File: src/rtl/spi_pkg.sv
// Shared SPI constants: default word width and bit-counter sizing, used by the
// slave shift register here and by the SPI master side.
package spi_pkg;

  localparam int SPI_WIDTH = 8;

  // A one-bit word still needs a one-bit counter, so never return zero.
  function automatic int cnt_width(input int width);
    return (width > 1) ? $clog2(width) : 1;
  endfunction

  localparam int SPI_CNT_W = cnt_width(SPI_WIDTH);

endpackage

File: src/rtl/shift_register.sv
// SPI-slave shift register: receives MSB-first words while SS is high,
// publishes each finished word with a one-cycle SSPIF pulse and echoes it back.
module shift_register
  import spi_pkg::*;
#(
  parameter int WIDTH = SPI_WIDTH
) (
  input  logic             Clk,
  input  logic             Rst,
  input  logic             SS,
  input  logic             Data_In,
  output logic             Data_Out,
  output logic [0:WIDTH-1] ByteOut,
  output logic             SSPIF
);

  localparam int               CNT_W    = cnt_width(WIDTH);
  localparam logic [CNT_W-1:0] LAST_BIT = CNT_W'(WIDTH - 1);

  // Only the newest WIDTH-1 received bits can reach a completed word; the
  // oldest shift-register bit is always shifted out unread, so it is not kept.
  logic [1:WIDTH-1] sr;
  logic [0:WIDTH-1] tx;
  logic [0:WIDTH-1] next_word;
  logic [CNT_W-1:0] cnt;

  assign next_word = {sr, Data_In};

  always_ff @(posedge Clk) begin
    if (Rst) begin
      sr       <= '0;
      tx       <= '0;
      cnt      <= '0;
      ByteOut  <= '0;
      Data_Out <= 1'b0;
      SSPIF    <= 1'b0;
    end else if (SS) begin
      sr       <= next_word[1:WIDTH-1];
      Data_Out <= tx[cnt];
      if (cnt == LAST_BIT) begin
        ByteOut <= next_word;
        tx      <= next_word;
        SSPIF   <= 1'b1;
        cnt     <= '0;
      end else begin
        SSPIF <= 1'b0;
        cnt   <= cnt + 1'b1;
      end
    end else begin
      sr       <= '0;
      cnt      <= '0;
      Data_Out <= 1'b0;
      SSPIF    <= 1'b0;
    end
  end

endmodule

File: config.mk
export PLATFORM = sky130hd
export DESIGN_NAME = shift_register
export DESIGN_NICKNAME = d
export VERILOG_FILES = /design/src/rtl/spi_pkg.sv /design/src/rtl/shift_register.sv
export SDC_FILE = /design/constraint.sdc
export NUM_CORES = 1
export LEC_CHECK = 0
export CORE_MARGIN = 2
export CORE_UTILIZATION = 47
export DETAILED_ROUTE_END_ITERATION = 8
export PLACE_DENSITY = 0.71
export SLEW_MARGIN = 5
export SYNTH_ARGS = -nofsm -noshare
export SYNTH_HDL_FRONTEND = slang
export SYNTH_SLANG_ARGS = --single-unit
export TNS_END_PERCENT = 30
File: constraint.sdc
create_clock -name Clk -period 1.6 [get_ports Clk]
set_input_delay 0.48 -clock Clk [delete_from_list [all_inputs] [get_ports Clk]]
set_output_delay 0.48 -clock Clk [all_outputs]
set_load 0.1 [all_outputs]
==> results.json <==
{
  "status": "completed",
  "worst-path-max-fanout": 3,
  "post-route-period-util": 0.879,
  "netSwitchingFraction": 0.203,
  "worstPathArrival_ps": 930,
  "wl_met2_um": 603,
  "ant_nets": 0,
  "crit_family": "flip-flops",
  "ys_seq_area_frac": 0.566,
  "synth_warnings": 0,
  "period_needed_ps": 1410,
  "rows": 13,
  "ir_drop_mv": 0.662,
  "dieArea_um2": 1830,
  "synth.area.mux_share": 0.0619,
  "first_global_vias": 530,
  "cts_resized": 0,
  "root_buffer": "clkbuf_4",
  "p_leak_nw": 0.387,
  "initial_core_util": 0.524,
  "io_pins": 14,
  "switchingPower_w": 0.000168,
  "port_buffers": 13,
  "synth_area_um2": 707,
  "path_cells": "buf_12",
  "synth_compound_area_frac": 0.0566,
  "final_core_util": 0.752,
  "layout_commonest_cell": "dfxtp_1",
  "path_buf_inv": 1,
  "max_freq_ghz": 0.711,
  "path_class": "flop to output port",
  "slew_headroom": 0.790,
  "hold_ws_ps": 458,
  "tns_ps": 0,
  "endpoint": "ByteOut[3]",
  "crit_required_ps": 1120,
  "dp_slack_ps": 25.2,
  "rsz0062_at_grt": "no",
  "grt_antenna_before_repair": 0,
  "drc_errors": 0,
  "postSynthCellCount": 70,
  "worstSetupStartpoint": "tx[3]$_SDFFE_PP0P_",
  "synth_ff_type": "dfxtp_1",
  "htree_levels": 1,
  "ctsLongestPathBuffers": 2,
  "top_layer_used": "met4",
  "core_area_um2": 1350,
  "avgSynthCellArea_um2": 10.1,
  "synthAdderAreaFrac": 0.0354,
  "syn_nets": 76,
  "cts_buffers": 3,
  "clock_power_share": 0.341,
  "hold_viol": 0,
  "wl_met1_um": 642,
  "grt_pass1_wl_um": 2240,
  "grt_max_degree": 12,
  "seqPwrFrac": 0.611,
  "synth_cell_types": 18,
  "worstSetupStartpointType": "flop",
  "p_comb_frac": 0.048,
  "post_drt_wl_per_cell_um": 12.8,
  "async_reset_ff_frac": 0,
  "max_cap_violations": 0,
  "antennaDiodeCount": 0,
  "final_nets": 95,
  "hp-class": "flop to flop",
  "worst_slack_ps": 194,
  "clock-skew-final_ps": 11.6,
  "cts_tree": "done",
  "clkLatencyLatePin_ps": 300,
  "synthSimpleGateAreaFrac": 0.262,
  "synth_top_family_by_area": "simple AND/OR/NAND/NOR gates",
  "wl_um": 1320,
  "synth_xor_area_frac": 0,
  "die_y_um": 42.8,
  "hpwlAfterDp_um": 977,
  "num_vias": 548,
  "syn_to_final_growth_pct": 43.5,
  "gp_congestion": 0.738,
  "overflow": 0,
  "drive_gt1_frac": 0.295,
  "cts_setup_buffers": 0,
  "fp.dieW_um": 42.8,
  "path_depth": 1,
  "ff2ff_setup_slack_ps": 260,
  "vias_per_cell": 5.32,
  "grt_usage": 0.163,
  "setup_viol": 0,
  "postCtsHoldBufs": 0,
  "drt_iter0_drc": 4,
  "worstSetupEndpointType": "output port",
  "dr.pass1.iters": 2,
  "r2r_cells": 5,
  "synth_edf_count": 0,
  "cts.clk_slew.worst_paths_ps": 110,
  "dr_wl_met3_um": 67,
  "n_fill_cell": 103,
  "final_cell_mix": "dfxtp_1 (16), buf_12 (10), nand2_1 (9)",
  "p_per_area_nw_per_um2": 817,
  "slowest_delay_ps": 430,
  "r2r-end": "tx[2]$_SDFFE_PP0P_",
  "r2r_start": "cnt[1]$_SDFF_PP0_",
  "clkSinkCount": 20,
  "tightest_slew_ps": 314,
  "slew_violations": 0,
  "critical_path.slowest_cell": "dfxtp_1",
  "synth-seq-cells": 20,
  "p_int_w": 0.000661
}
-- per-layer routing --
layer / track usage / vias up
met5: 0 / -
met4: 0.0750 / 0
met3: 0.0298 / 2
met2: 0.267 / 14
met1: 0.205 / 258
li1: - / 274
-- cell families (layout without fill, tap and decap cells) --
family	after synthesis	in the layout
adders and majority gates	2	2
muxes	3	3
DFF	20	20
and+or+nand+nor	34	34
buffers and inverters	3	21
AOI/OAI and AO/OA	8	8
-- power groups by stage --
stage	registers (W)	clock network (W)	logic, W
final	0.000506	0.000283	0.0000397
after global routing	0.000507	0.000316	0.0000433
after CTS	0.000506	0.000289	0.0000398
after detailed placement	0.000518	0	0.0000396
after global placement	0.000518	0	0.0000389
after floorplan	0.000521	0	0.0000170
-- cells in the mapped netlist (2+ instances only) --
cell type  number  area (um2)
dfxtp_1        20         400
nand2_1         9        33.8
a21oi_1         8        40.0
nand3_1         8        40.0
and2_1          7        43.8
nor3b_1         3        22.5
clkbuf_1        2        7.51
ha_1            2        25.0
nor2_1          2        7.51
-- worst min-delay path by stage --
stage                          start                  to  slack, ps  cells after the start
floorplan           sr[1]$_SDFF_PP0_  tx[0]$_SDFFE_PP0P_        420                      2
global placement    sr[1]$_SDFF_PP0_  tx[0]$_SDFFE_PP0P_        430                      2
detailed placement  sr[1]$_SDFF_PP0_  tx[0]$_SDFFE_PP0P_        440                      2
CTS                 sr[1]$_SDFF_PP0_  tx[0]$_SDFFE_PP0P_        460                      2
global route        sr[1]$_SDFF_PP0_  tx[0]$_SDFFE_PP0P_        480                      2
finish              sr[1]$_SDFF_PP0_  tx[0]$_SDFFE_PP0P_        460                      2
-- per-stage QoR --
step,total power (W),instances,cell area (um2)
final,0.000829,103,1010
after global routing,0.000867,103,1010
after CTS,0.000835,103,1010
after detailed placement,0.000557,99,978
after global placement,0.000557,99,978
after floorplan,0.000538,70,712
-- flip-flops by register name (all words and copies together) (netlist names) --
register / count
tx: 8
sr: 7
cnt: 3
Data_Out: 1
SSPIF: 1
-- final cells by class --
cell class	count	area (um2)	share of cell area
Sequential cell	20	405	0.400
Multi-Input combinational cell	47	294	0.290
Timing Repair Buffer	17	260	0.256
Clock buffer	4	36.3	0.0358
Tap cell	15	18.8	0.0185
No activity file was read; power rests on OpenSTA's default activity.
